## src/rtl/approx_err_pkg.sv

```systemverilog
// Shared types and default widths for the approximate-adder error monitor.
// Derived widths assume the default W and CNT_W; modules recompute them from their own parameters.
package approx_err_pkg;

    typedef enum logic [1:0] {
        IDLE  = 2'd0,
        RUN   = 2'd1,
        DRAIN = 2'd2,
        DONE  = 2'd3
    } state_t;

    localparam int DEF_W     = 8;
    localparam int DEF_CNT_W = 16;
    localparam int ABS_W     = DEF_W + 1;
    localparam int SERR_W    = DEF_W + 2;
    localparam int SAE_W     = DEF_W + 1 + DEF_CNT_W;
    localparam int BIAS_W    = DEF_W + 2 + DEF_CNT_W;

endpackage

```

## src/rtl/approx_err_if.sv

```systemverilog
// Beat channel carrying the operands and the adder-under-test result into the monitor.
interface approx_err_if import approx_err_pkg::*; #(
    parameter int W = DEF_W
);
    logic         in_valid;
    logic         in_ready;
    logic [W-1:0] in1;
    logic [W-1:0] in2;
    logic [W:0]   approx_sum;

    modport master (output in_valid, output in1, output in2, output approx_sum, input in_ready);
    modport slave  (input in_valid, input in1, input in2, input approx_sum, output in_ready);
endinterface

```

## src/rtl/approx_err_calc.sv

```systemverilog
// Stage 1: registers the exact sum, signed error (approx - exact) and absolute error of an accepted beat.
module approx_err_calc import approx_err_pkg::*; #(
    parameter int W = DEF_W
) (
    input  logic                clk,
    input  logic                rst_n,
    input  logic                accept,
    input  logic [W-1:0]        in1,
    input  logic [W-1:0]        in2,
    input  logic [W:0]          approx_sum,
    output logic [W:0]          exact,
    output logic signed [W+1:0] serr,
    output logic [W:0]          aerr,
    output logic                valid
);

    logic [W:0]          exact_s;
    logic signed [W+1:0] serr_s;
    logic signed [W+1:0] neg_s;
    logic [W:0]          aerr_s;

    // Combinational error arithmetic; magnitude always fits in W+1 bits.
    always_comb begin
        exact_s = {1'b0, in1} + {1'b0, in2};
        serr_s  = $signed({1'b0, approx_sum}) - $signed({1'b0, exact_s});
        neg_s   = -serr_s;
        if (serr_s[W+1]) begin
            aerr_s = neg_s[W:0];
        end else begin
            aerr_s = serr_s[W:0];
        end
    end

    // Capture register; data only moves on acceptance, valid marks a fresh beat.
    always_ff @(posedge clk or negedge rst_n) begin
        if (!rst_n) begin
            exact <= '0;
            serr  <= '0;
            aerr  <= '0;
            valid <= 1'b0;
        end else if (accept) begin
            exact <= exact_s;
            serr  <= serr_s;
            aerr  <= aerr_s;
            valid <= 1'b1;
        end else begin
            valid <= 1'b0;
        end
    end

endmodule

```

## src/rtl/approx_err_monitor.sv

```systemverilog
// Campaign controller and stage-2 statistics accumulator for an approximate adder.
// A campaign accepts num_samples beats, drains the pipeline, then pulses done.
module approx_err_monitor import approx_err_pkg::*; #(
    parameter int W     = DEF_W,
    parameter int CNT_W = DEF_CNT_W
) (
    input  logic                      clk,
    input  logic                      rst_n,
    input  logic                      start,
    input  logic [CNT_W-1:0]          num_samples,
    approx_err_if.slave               bus,
    output logic                      busy,
    output logic                      done,
    output logic [CNT_W-1:0]          err_count,
    output logic [W+CNT_W:0]          sae,
    output logic [W:0]                max_err,
    output logic signed [W+CNT_W+1:0] bias
);

    localparam int SAEW = W + 1 + CNT_W;
    localparam int BW   = W + 2 + CNT_W;

    state_t              state_r;
    logic [CNT_W-1:0]    target_r;
    logic [CNT_W-1:0]    cnt_r;
    logic                in_ready_r;
    logic                busy_r;
    logic                done_r;
    logic [CNT_W-1:0]    err_count_r;
    logic [SAEW-1:0]     sae_r;
    logic [W:0]          max_err_r;
    logic signed [BW-1:0] bias_r;

    logic                accept_s;
    logic                clear_s;
    logic [W:0]          s1_exact;
    logic signed [W+1:0] s1_serr;
    logic [W:0]          s1_aerr;
    logic                s1_valid;
    logic                unused_exact;

    assign accept_s     = in_ready_r & bus.in_valid;
    assign clear_s      = (state_r == IDLE) & start;
    assign unused_exact = ^s1_exact;

    assign bus.in_ready = in_ready_r;
    assign busy         = busy_r;
    assign done         = done_r;
    assign err_count    = err_count_r;
    assign sae          = sae_r;
    assign max_err      = max_err_r;
    assign bias         = bias_r;

    approx_err_calc #(.W(W)) u_calc (
        .clk        (clk),
        .rst_n      (rst_n),
        .accept     (accept_s),
        .in1        (bus.in1),
        .in2        (bus.in2),
        .approx_sum (bus.approx_sum),
        .exact      (s1_exact),
        .serr       (s1_serr),
        .aerr       (s1_aerr),
        .valid      (s1_valid)
    );

    // Campaign FSM with registered handshake and status outputs.
    always_ff @(posedge clk or negedge rst_n) begin
        if (!rst_n) begin
            state_r    <= IDLE;
            target_r   <= '0;
            cnt_r      <= '0;
            in_ready_r <= 1'b0;
            busy_r     <= 1'b0;
            done_r     <= 1'b0;
        end else begin
            case (state_r)
                IDLE: begin
                    done_r <= 1'b0;
                    if (start) begin
                        target_r <= num_samples;
                        cnt_r    <= '0;
                        if (num_samples == '0) begin
                            state_r <= DONE;
                            done_r  <= 1'b1;
                        end else begin
                            state_r    <= RUN;
                            in_ready_r <= 1'b1;
                            busy_r     <= 1'b1;
                        end
                    end
                end
                RUN: begin
                    if (accept_s) begin
                        cnt_r <= cnt_r + CNT_W'(1);
                        if (cnt_r + CNT_W'(1) == target_r) begin
                            state_r    <= DRAIN;
                            in_ready_r <= 1'b0;
                        end
                    end
                end
                DRAIN: begin
                    // Stage 1 empty means stage 2 has taken the final beat.
                    if (!s1_valid) begin
                        state_r <= DONE;
                        busy_r  <= 1'b0;
                        done_r  <= 1'b1;
                    end
                end
                DONE: begin
                    done_r  <= 1'b0;
                    state_r <= IDLE;
                end
                default: begin
                    state_r    <= IDLE;
                    in_ready_r <= 1'b0;
                    busy_r     <= 1'b0;
                    done_r     <= 1'b0;
                end
            endcase
        end
    end

    // Stage 2 accumulators; cleared on an accepted start, otherwise held between campaigns.
    always_ff @(posedge clk or negedge rst_n) begin
        if (!rst_n) begin
            err_count_r <= '0;
            sae_r       <= '0;
            max_err_r   <= '0;
            bias_r      <= '0;
        end else if (clear_s) begin
            err_count_r <= '0;
            sae_r       <= '0;
            max_err_r   <= '0;
            bias_r      <= '0;
        end else if (s1_valid) begin
            if (s1_aerr != '0) begin
                err_count_r <= err_count_r + CNT_W'(1);
            end else begin
                err_count_r <= err_count_r;
            end
            if (s1_aerr > max_err_r) begin
                max_err_r <= s1_aerr;
            end else begin
                max_err_r <= max_err_r;
            end
            sae_r  <= sae_r + SAEW'(s1_aerr);
            bias_r <= bias_r + BW'(s1_serr);
        end else begin
            err_count_r <= err_count_r;
            sae_r       <= sae_r;
            max_err_r   <= max_err_r;
            bias_r      <= bias_r;
        end
    end

endmodule

```

## src/flat_wrapper.sv

```systemverilog
// flat-port wrapper written by rule: the top's interface ports become plain ports
module approx_err_monitor_flat import approx_err_pkg::*;
#(
    parameter int W     = DEF_W,
    parameter int CNT_W = DEF_CNT_W
)
  (clk, rst_n, start, num_samples, busy, done, err_count, sae, max_err, bias, bus_in_valid, bus_in1, bus_in2, bus_approx_sum, bus_in_ready);
  approx_err_if #(.W(W)) bus_i ();
  input  logic clk;
  input  logic rst_n;
  input  logic start;
  input  logic [CNT_W-1:0] num_samples;
  output logic busy;
  output logic done;
  output logic [CNT_W-1:0] err_count;
  output logic [W+CNT_W:0] sae;
  output logic [W:0] max_err;
  output logic signed [W+CNT_W+1:0] bias;
  input wire logic [$bits(bus_i.in_valid)-1:0] bus_in_valid;
  input wire logic [$bits(bus_i.in1)-1:0] bus_in1;
  input wire logic [$bits(bus_i.in2)-1:0] bus_in2;
  input wire logic [$bits(bus_i.approx_sum)-1:0] bus_approx_sum;
  output wire logic [$bits(bus_i.in_ready)-1:0] bus_in_ready;
  assign bus_i.in_valid = bus_in_valid;
  assign bus_i.in1 = bus_in1;
  assign bus_i.in2 = bus_in2;
  assign bus_i.approx_sum = bus_approx_sum;
  assign bus_in_ready = bus_i.in_ready;
  approx_err_monitor #(.W(W), .CNT_W(CNT_W)) u_core (.clk(clk), .rst_n(rst_n), .start(start), .num_samples(num_samples), .bus(bus_i), .busy(busy), .done(done), .err_count(err_count), .sae(sae), .max_err(max_err), .bias(bias));
endmodule
```

## config.mk

```make
export PLATFORM = sky130hd
export DESIGN_NAME = approx_err_monitor_flat
export DESIGN_NICKNAME = d
export VERILOG_FILES = /design/src/rtl/approx_err_pkg.sv /design/src/rtl/approx_err_if.sv /design/src/rtl/approx_err_calc.sv /design/src/rtl/approx_err_monitor.sv /design/src/flat_wrapper.sv
export SDC_FILE = /design/constraint.sdc
export NUM_CORES = 1
export LEC_CHECK = 0
export ABC_AREA = 1
export CORE_UTILIZATION = 32
export DETAILED_ROUTE_END_ITERATION = 10
export HOLD_SLACK_MARGIN = 0.02
export SETUP_SLACK_MARGIN = 0.15
export SLEW_MARGIN = 20
export SYNTH_ARGS = -nofsm -noshare
export SYNTH_HDL_FRONTEND = slang
export SYNTH_SLANG_ARGS = --single-unit
```

## constraint.sdc

```tcl
create_clock -name clk -period 2.6 [get_ports clk]
set_input_delay 0.39 -clock clk [delete_from_list [all_inputs] [get_ports clk]]
set_output_delay 0.39 -clock clk [all_outputs]
set_load 0.05 [all_outputs]
```

# Yosys cells after proc, flatten, opt, wreduce, memory -nomap -nowiden
# Index checks and enable logic that the tools add are counted.
[totals]
reg_bits = 133
out_inout_bits = 79
word_cells = 81
[classes]
add_sub_neg = 7
n_eq_ne = 9
n_bitwise = 2
order_cmp = 1
mux = 32
n_reduce_logical = 17
[op_table]
columns = ["cell", "count"]
rows = [
  ["$mux W16", 5],
  ["$mux W26", 2],
  ["$mux W25", 2],
  ["$mux W9", 4],
  ["$add A16 B1 Y16 const B", 2],
  ["$pmux W16 S2", 1],
  ["$add A26 B10 Y26", 1],
  ["$add A25 B9 Y25", 1],
  ["$eq A16 B16 Y1", 1],
  ["$logic_not A16 Y1", 1],
  ["$mux W2", 5],
  ["$reduce_bool A2 Y1", 5],
  ["$sub A9 B9 Y10", 1],
  ["$add A8 B8 Y9", 1],
  ["$gt A9 B9 Y1", 1],
  ["$mux W1", 9],
  ["$neg A9 Y9", 1],
  ["$reduce_bool A9 Y1", 1],
  ["$pmux W2 S4", 1],
  ["$reduce_and A2 Y1", 4],
  ["$reduce_and A4 Y1", 2],
  ["$ne A2 B2 Y1 const B", 3],
  ["$reduce_and A5 Y1", 1],
  ["$eq A2 B2 Y1 const B", 2],
  ["8 further kinds", 11],
]

# Logic depth before layout (Yosys ltp)
# Gate-level depths: netlist of run 1.
[depth]
ltp_word = 5
mapped_depth = 17

# Hierarchy
# Synthesis of run 1 repeated with hierarchy kept, for this count alone.
[unflattened]
hier_cells = 1322
area_unflattened_um2 = 9613.0
[modules_own_cells]
columns = ["module", "n_inst", "area_per_inst_um2", "cells_per_inst", "seq_area_each_um2"]
rows = [
  ["approx_err_monitor", 1, 7611.0, 1054, 2827.7],
  ["approx_err_calc", 1, 2001.9, 268, 700.7],
]

# Worst setup path after synthesis of run 1
# Ideal clock, no wire load.
[synth_timing]
path_kind = "input to register"
from = "input port bus_in2[2]"
to = "register u_core.u_calc.aerr[6]"
t_arrival_ns = 2.299
n_path_buf = 0
setup_ns = 0.120
required_ns = 2.480
setup_slack_ns = 0.181
stages = 15
cell_sequence = "inv_1 fa_1 ha_1 a21oi_1 o21ai_1 nand3_1 nand2_1 nand2_1 nand2_1 a21oi_4 nand2_2 nor2_1 nand2_1 o21ai_0 inv_1"
[synth_via]
elab_chain_cells = 4
[synth_lines]
columns = ["element", "line_no", "source"]
rows = [
  ["from (decl)", "flat_wrapper.sv:21", "input wire logic [$bits(bus_i.in2)-1:0] bus_in2;"],
  ["$add A8 B8 Y9 (*)", "approx_err_calc.sv:24", "exact_s = {1'b0, in1} + {1'b0, in2};"],
  ["$sub A9 B9 Y10 (*)", "approx_err_calc.sv:25", "serr_s = $signed({1'b0, approx_sum}) - $signed({1'b0, exact_s});"],
  ["$neg A9 Y9", "approx_err_calc.sv:26", "neg_s = -serr_s;"],
  ["$mux W9 (*)", "approx_err_calc.sv:27", "if (serr_s[W+1]) begin"],
  ["to (signal assigned)", "approx_err_calc.sv:44", "aerr <= aerr_s;"],
  ["to (decl)", "approx_err_calc.sv:13", "output logic [W:0] aerr,"],
]
# Every way passes the cells marked *; elsewhere a longest branch is shown, timed or not.
# A chain may end at the register's enable or synchronous reset.

# Worst setup path in the final report of run 1
[layout_timing]
from = "input port bus_approx_sum[5]"
to = "register u_core.u_calc.aerr[6]"
[layout_via]
elab_chain_cells = 3
[layout_lines]
columns = ["element", "line_no", "source"]
rows = [
  ["from (decl)", "flat_wrapper.sv:22", "input wire logic [$bits(bus_i.approx_sum)-1:0] bus_approx_sum;"],
  ["$sub A9 B9 Y10 (*)", "approx_err_calc.sv:25", ""],
  ["$neg A9 Y9", "approx_err_calc.sv:26", ""],
  ["$mux W9 (*)", "approx_err_calc.sv:27", ""],
]
# Marked as above.

==> impl_results.md, run 1 <==
* Status: finished, final reports clean
* Pwr Total at 0.0131 W
* GR Layer Usage met2 at 30.0%
* Synth Instances at 1239
* RSZ-0062 raised after global routing: yes
* Die Y at 171 um
* Relative slew slack at 59.7%
* Vias per cell at 4.83
* IO buf count at 123
* Met1 Track Usage GR at 23.0%
* Crit path cell chain: clkdlybuf4s50_1 -> fa_1 -> ha_4 -> nand2_2 -> inv_2 -> a21oi_2 -> nand2_1 -> nand2_2 -> nand2_2 -> a21oi_4 -> nand2_4 -> nor2_4 -> nand2_1 -> o21ai_1 -> inv_1
* Syn Nets at 1356
* Yosys top cell area share at 36.2%
* Initial core utilization at 32.7%
* Fin crit share at 91.2%
* GRT Util Overall at 17.8%
* Number of antenna diodes at 0
* First-pass GRT wire length at 41.0 mm
* Drt first pass iters at 5
* Worst R2R Setup Slack at 300 ps
* Synth cell types at 50
* Detailed placement HPWL at 18.9 mm
* Initial antenna violation count at 0
* # clock sinks at 132
* Grt ovf at 0
* GRT Max-Usage Layer: met2
* Worst Hold Margin at 497 ps
* Placer congestion estimate at 0.915
* CP max stage delay at 580 ps
* Post-DRT Antenna Nets at 0
* Setup violations, final at 0
* Die W at 171 um
* Iteration-0 DRC count of the detailed router at 558
* Clock-pin slew on the worst setup and hold paths at 70 ps
* Primary FF master, synth: dfrtp_1
* Hold WC Path Type: reg -> reg
* Final Max Tran Viols at 0
* Max_cap viols at 0
* Post-route DRC at 0
* Syn Std Cell Area at 9120 um2
* Critical path arrival at 2690 ps
* Critical path buffers and inverters at 3
* Yosys top cell by area: dfrtp_1
* Sequential area share after synthesis at 36.2%
* Most common cell on crit path: nand2_2
* Fraction of layout instances using a drive strength above 1 at 13.2%
* CP Class: in -> reg
* Leakage at 5.79 nW
* Io pins at 124
* Largest delay contributor family on the critical path: adder cells
* Worst path slowest cell: fa_1
* EDFF count, synth at 0
* Highest Clock Rate at 422 MHz
* CTS max path bufs at 2
* Clk Latency, worst-skew pair at 430 ps
* Critical-path maximum fanout at 5
* Largest cells by area after synthesis: dfrtp_1, nand2_1, ha_1
* Site row count at 61
* Pin count of the biggest net entering global routing at 62
* Vias in the first global route at 8310
* Met3 Resource Use GR at 3.52%
* Top-count cell post-synth: nand2_1
* Crit end category: flop
* H-tree levels at 4
* Yosys warns at 0
* Min Tclk post-route at 2370 ps
* Synth cell count leaders: nand2_1, inv_1, dfrtp_1, o21ai_0, nor2_1
* Worst-margin pin slew at 604 ps
* Final Hold Vio Count at 0
* CTS Buf Count at 17
* Mapped Avg Cell Area at 7.36 um2
* Root Buffer: clkbuf_16
* Filler cells at 2805
* VDD IR max at 576 uV
* CP Launch Type: input port
* Ys async rst share at 100%
* Final worst clock skew at 14.3 ps
* DIE AREA at 29200 um2
* #FFs+latches synth at 132
* Drt total wl at 25.2 mm
* DR vias at 8759
* CP required at 2920 ps
* Area Growth Syn to Fin at 33.7%
* Nets at 1539
* Wire length per cell at 13.9 um
* PD cells at 1080 nW/um2
* TritonCTS clock tree: done
* Core area at 27900 um2
-- registers in the layout, summed over array words and instances, names as in the netlist --
name / flops
u_core.busy: 1
u_core.u_calc.aerr: 8
u_core.max_err: 9
u_core.err_count: 16
u_core.bias: 26
u_core.u_calc.serr: 10
u_core.target_r: 16
u_core.sae: 25
u_core.u_calc.valid: 1
u_core.bus.in_ready: 1
u_core.done: 1
u_core.state_r: 2
u_core.cnt_r: 16
-- stage by stage --
step	cell area (um2)	std cells	utilization, %	setup TNS, ps	setup WS, ps
5_1_grt	12200	1813	43.7	0	108
3_5_place_dp	11200	1771	40.0	-4520	-478
4_1_cts	11900	1809	42.7	0	151
6_report	12200	1813	43.7	0	228
3_3_place_gp	11200	1771	40.0	-4010	-424
2_1_floorplan	9120	1239	-	0	181
-- where the power goes --
group	leakage, nW	internal (W)	total, W	switching [W]
sequential	1.71	0.00266	0.00330	0.000643
combinational	3.80	0.00273	0.00733	0.00460
clock	0.291	0.00147	0.00249	0.00103
-- kinds of logic after synthesis --
group	Yosys count	share of synthesized area (%)
XOR/XNOR	19	2.13
adder cells (fa/ha/maj)	72	10.7
AND/OR/NAND/NOR	595	28.5
AO/OA/AOI/OAI	234	14.8
buffers and inverters	187	7.75
flip-flops	132	36.2
-- routing by layer --
layer  vias to the layer above  wire length [um]
li1                       4476                 -
met1                      4085             11600
met2                       179             12200
met3                        19              1090
met4                         0               302
met5                         -                 0
-- path summary, 6_finish.rpt --
| kind | start | to | cells after the start |
|---|---|---|---|
| min in group asynchronous | rst_n | u_core.bias[11] | 2 |
| max in group asynchronous | rst_n | u_core.err_count[8] | 3 |
| setup reg to reg | u_core.u_calc.serr[9] | u_core.bias[21] | 10 |
| hold / removal | u_core.u_calc.serr[4] | u_core.u_calc.serr[4] | 2 |
| hold reg to reg | u_core.u_calc.serr[4] | u_core.u_calc.serr[4] | 2 |
| setup / recovery | bus_approx_sum[5] | u_core.u_calc.aerr[6] | 15 |
-- worst register-to-register path: cells and delay by family (launching register included) --
kind	cells	cell delay [ps]
adders and majority gates	1	350
buffers and inverters	1	180
AOI/OAI and AO/OA	4	770
and+or+nand+nor	4	430
DFF	1	490
-- cells in the final DEF, fill, tap and decap left out, types with 11 or more instances in the layout --
master and n:
a21oi_1 73, buf_4 54, clkbuf_16 17, clkdlybuf4s50_1 105, dfrtp_1 131, dlymetal6s2s_1 11
ha_1 49, inv_1 157, nand2_1 320, nand2_2 18, nand3_1 81, nand4_1 20
nor2_1 85, nor3_1 19, o21ai_0 88, o22ai_1 11
-- area by class of cell --
cell class / instances / area, um2 / area share [%]
multi-input cells: 920 / 5410 / 44.3
flip-flops and latches: 132 / 3300 / 27.1
repair buffers: 186 / 1780 / 14.6
inverters: 165 / 624 / 5.12
well taps: 378 / 473 / 3.88
clock buffers: 18 / 439 / 3.60
clock inverters: 14 / 165 / 1.35
-- what timing repair did --
item | 4_1_cts | 5_1_grt
hold endpoints to repair | 59 | 0
setup buffers | 5 | 4
pin swaps | 17 | 36
hold buffers | 1 | 0
endpoints found under the setup margin | 8 | 29
resized for setup | 28 | 58
(Power assumes the default switching activity.)
==> inputs of run 2 (changes only) <==
ABC_AREA = not set   (was 1)
CELL_PAD_IN_SITES_DETAIL_PLACEMENT = 1   (was not set)
CELL_PAD_IN_SITES_GLOBAL_PLACEMENT = 2   (was not set)
PLACE_DENSITY_LB_ADDON = 0.1   (was not set)
==> run 2 against run 1 <==
The flow now finishes with violations (negative setup slack). Critical endpoint is now u_core.bias[22]. Global-route usage is 0.97 points higher. Wire length is 4.0% higher. Sequential share of layout area is 0.39 points lower.
==> impl_results.md, run 2 <==
* FF-to-FF path depth at 10 (unchanged)
* Primary FF master, synth: dfrtp_1
* PD cells at 1270 nW/um2 (+18%)
* Yosys top cell by area: dfrtp_1
* Setup violations, final at 1 (+1)
* Commonest non-fill, non-tap cell in the layout: dfrtp_1
* Fin worst setup slack at -25.8 ps (-254 ps)
* Status: finished with violations
* IO buf count at 123 (unchanged)
* Initial core utilization at 32.7% (about the same)
* CTS Buf Count at 17 (unchanged)
* Pin count of the biggest net entering global routing at 76 (+23%)
* Worst Hold Margin at 464 ps (-33.3 ps)
* Die Y at 168 um (-1.8%)
* Clk Latency, worst-skew pair at 430 ps (about the same)
* Site row count at 60 (-1.6%)
* Post-Synth Simple-Gate Area at 19.1% (-9.3 points)
* Fin crit share at 101% (+9.8 points)
* #FFs+latches synth at 132 (unchanged)
* Worst R2R End: u_core.bias[22]
* Number of antenna diodes at 0 (unchanged)
* Synth Instances at 982 (-21%)
* Die W at 168 um (-1.8%)
* Syn Std Cell Area at 8800 um2 (-3.5%)
* VDD IR max at 496 uV (-14%)
* # clock sinks at 132 (unchanged)
* Io pins at 124 (unchanged)
* TritonCTS clock tree: done
* Hold WC Path Type: in -> async
* Final Hold Vio Count at 0 (unchanged)
* Xor/xnor share of the synthesized area at 9.12% (+7.0 points)
* RR Startpoint: u_core.u_calc.serr[0]
* Grt ovf at 0 (unchanged)
* H-tree levels at 4 (unchanged)
* Synth cell count leaders: dfrtp_1, nand2_1, nor2_1, o21ai_0, ha_1
* Synth cell types at 75 (+50%)
* Yosys warns at 0 (unchanged)
* Max reg flops at 26 (unchanged)
* Max_cap viols at 0 (unchanged)
* Ys async rst share at 100% (unchanged)
* EDFF count, synth at 0 (unchanged)
* Wire length per cell at 16.8 um (+21%)
* Failing checks: negative setup slack
* Placer congestion estimate at 0.792 (-13%)
* Critical-path maximum fanout at 3 (-2)
* Worst R2R Setup Slack at -30 ps (-330 ps)
* CP Class: reg -> reg
* Drt first pass iters at 4 (-1)
* Leakage at 5.60 nW (-3.4%)
* Syn Nets at 1099 (-19%)
* Final worst clock skew at 13.9 ps (-0.460 ps)
* First-pass GRT wire length at 42.4 mm (+3.5%)
* Pre-CTS setup slack at -667 ps (-189 ps)
* Final Max Tran Viols at 0 (unchanged)
* Clock-pin slew on the worst setup and hold paths at 70 ps (about the same)
* CP Launch Type: flop
* Largest cells by area after synthesis: dfrtp_1, ha_1, nand2_1
* Vias in the first global route at 8361 (+0.61%)
* Pwr Total at 0.0158 W (+20%)
* Crit end category: flop
* Critical path arrival at 2920 ps (+230 ps)
* Drt total wl at 26.2 mm (+4.0%)
* Core area at 27000 um2 (-3.5%)
* Post-synthesis compound-gate area fraction at 14.5% (-0.24 points)
* Nets at 1328 (-14%)
* Initial antenna violation count at 0 (unchanged)
* Vias per cell at 5.05 (+4.6%)
* Detailed placement HPWL at 18.9 mm (+0.17%)
* Adder-cell share of the synthesized area at 11.1% (+0.39 points)
* Top-count cell post-synth: dfrtp_1
* Yosys top cell area share at 37.5% (+1.3 points)
* DR vias at 7905 (-9.7%)
* Commonest cells after routing, fill and taps aside: dfrtp_1, nand2_1, buf_4
* GRT Util Overall at 18.7% (+0.97 points)
* Relative slew slack at 52.7% (-7.0 points)
* Main combinational cell family by area after synthesis: simple AND/OR/NAND/NOR gates
* Post-synthesis mux area share at 4.95% (+4.9 points)
* Sequential area share after synthesis at 37.5% (+1.3 points)
* Highest Clock Rate at 381 MHz (-9.7%)
* Iteration-0 DRC count of the detailed router at 280 (-50%)
* Area Growth Syn to Fin at 40.8%
* RSZ-0062 raised after global routing: yes
* Post-route DRC at 0 (unchanged)
* Root Buffer: clkbuf_16
* DIE AREA at 28200 um2 (-3.5%)
* Worst-margin pin slew at 709 ps (+105 ps)
* CP required at 2890 ps (-30 ps)
* Post-DRT Antenna Nets at 0 (unchanged)
* Fraction of layout instances using a drive strength above 1 at 22.0% (+8.8 points)
* Min Tclk post-route at 2630 ps (+254 ps)
* Mapped Avg Cell Area at 8.96 um2 (+22%)
* CTS max path bufs at 2 (unchanged)
run 2: kinds of logic (layout without fill, tap and decap cells):
group                    after synthesis  in the layout
AND/OR/NAND/NOR                      359            359
AO/OA/AOI/OAI                        205            205
flip-flops                           132            132
XOR/XNOR                              90             90
buffers and inverters                 81            323
adder cells (fa/ha/maj)               72             72
multiplexers                          43             43
run 2: how the worst max path moves through the flow:
stage | start | end | slack [ps] | depth (start not counted)
4_1_cts | u_core.u_calc.serr[0] | u_core.bias[22] | -10 | 10
3_3_place_gp | bus_in2[0] | u_core.u_calc.aerr[8] | -590 | 13
6_report | u_core.u_calc.serr[0] | u_core.bias[22] | -30 | 10
5_1_grt | u_core.u_calc.serr[0] | u_core.sae[12] | -130 | 13
2_1_floorplan | bus_approx_sum[2] | u_core.u_calc.aerr[8] | 10 | 10
3_5_place_dp | bus_in2[0] | u_core.u_calc.aerr[8] | -670 | 13
run 2: power by group:
| group | switching, W | internal [W] |
|---|---|---|
| Clock | 0.00105 | 0.00144 |
| Sequential | 0.000693 | 0.00272 |
| Combinational | 0.00543 | 0.00444 |
run 2: final cells by class:
type                       count  area (um2)
sequential                   132        3310
inverter                      44         168
fill                        3064       14600
multi-input combinational    769        5670
clock buffer                  17         425
tap                          341         427
clock inverter                15         171
timing repair buffer         247        2220
run 2: repair_timing:
action                     in CTS  in global routing
setup endpoints to repair      32                 55
pin swaps                      49                 57
hold endpoints to repair       41                  0
setup buffers                  15                 12
resized for setup              79                 70
hold buffers                    1                  0
run 2: stage by stage:
stage	instances	instance area, um2	setup TNS [ps]	utilization [%]
5_1_grt	1565	12400	-848	46.0
3_5_place_dp	1505	11200	-7360	41.5
3_3_place_gp	1505	11200	-6470	41.5
6_report	1565	12400	-25.8	46.0
2_1_floorplan	982	8900	0	-
4_1_cts	1553	12100	-12.4	44.7
run 2: critical path: stages (launching register included):
cell and delay (ps):
dfrtp_1 420, ha_4 190, fa_2 380, a211oi_2 240
o211ai_1 210, a31oi_2 230, o21ai_2 100, a221oi_2 330
buf_4 170, mux2i_1 170, nor3_1 70
run 2: layer usage:
layer | vias up | GRT usage [%] | share of wire (%)
met2 | 109 | 32.6 | 48
met1 | 3908 | 23.6 | 47
li1 | 3866 | - | -
met3 | 22 | 3.81 | 3.8
met5 | - | 0 | 0
met4 | 0 | 4.83 | 1.1
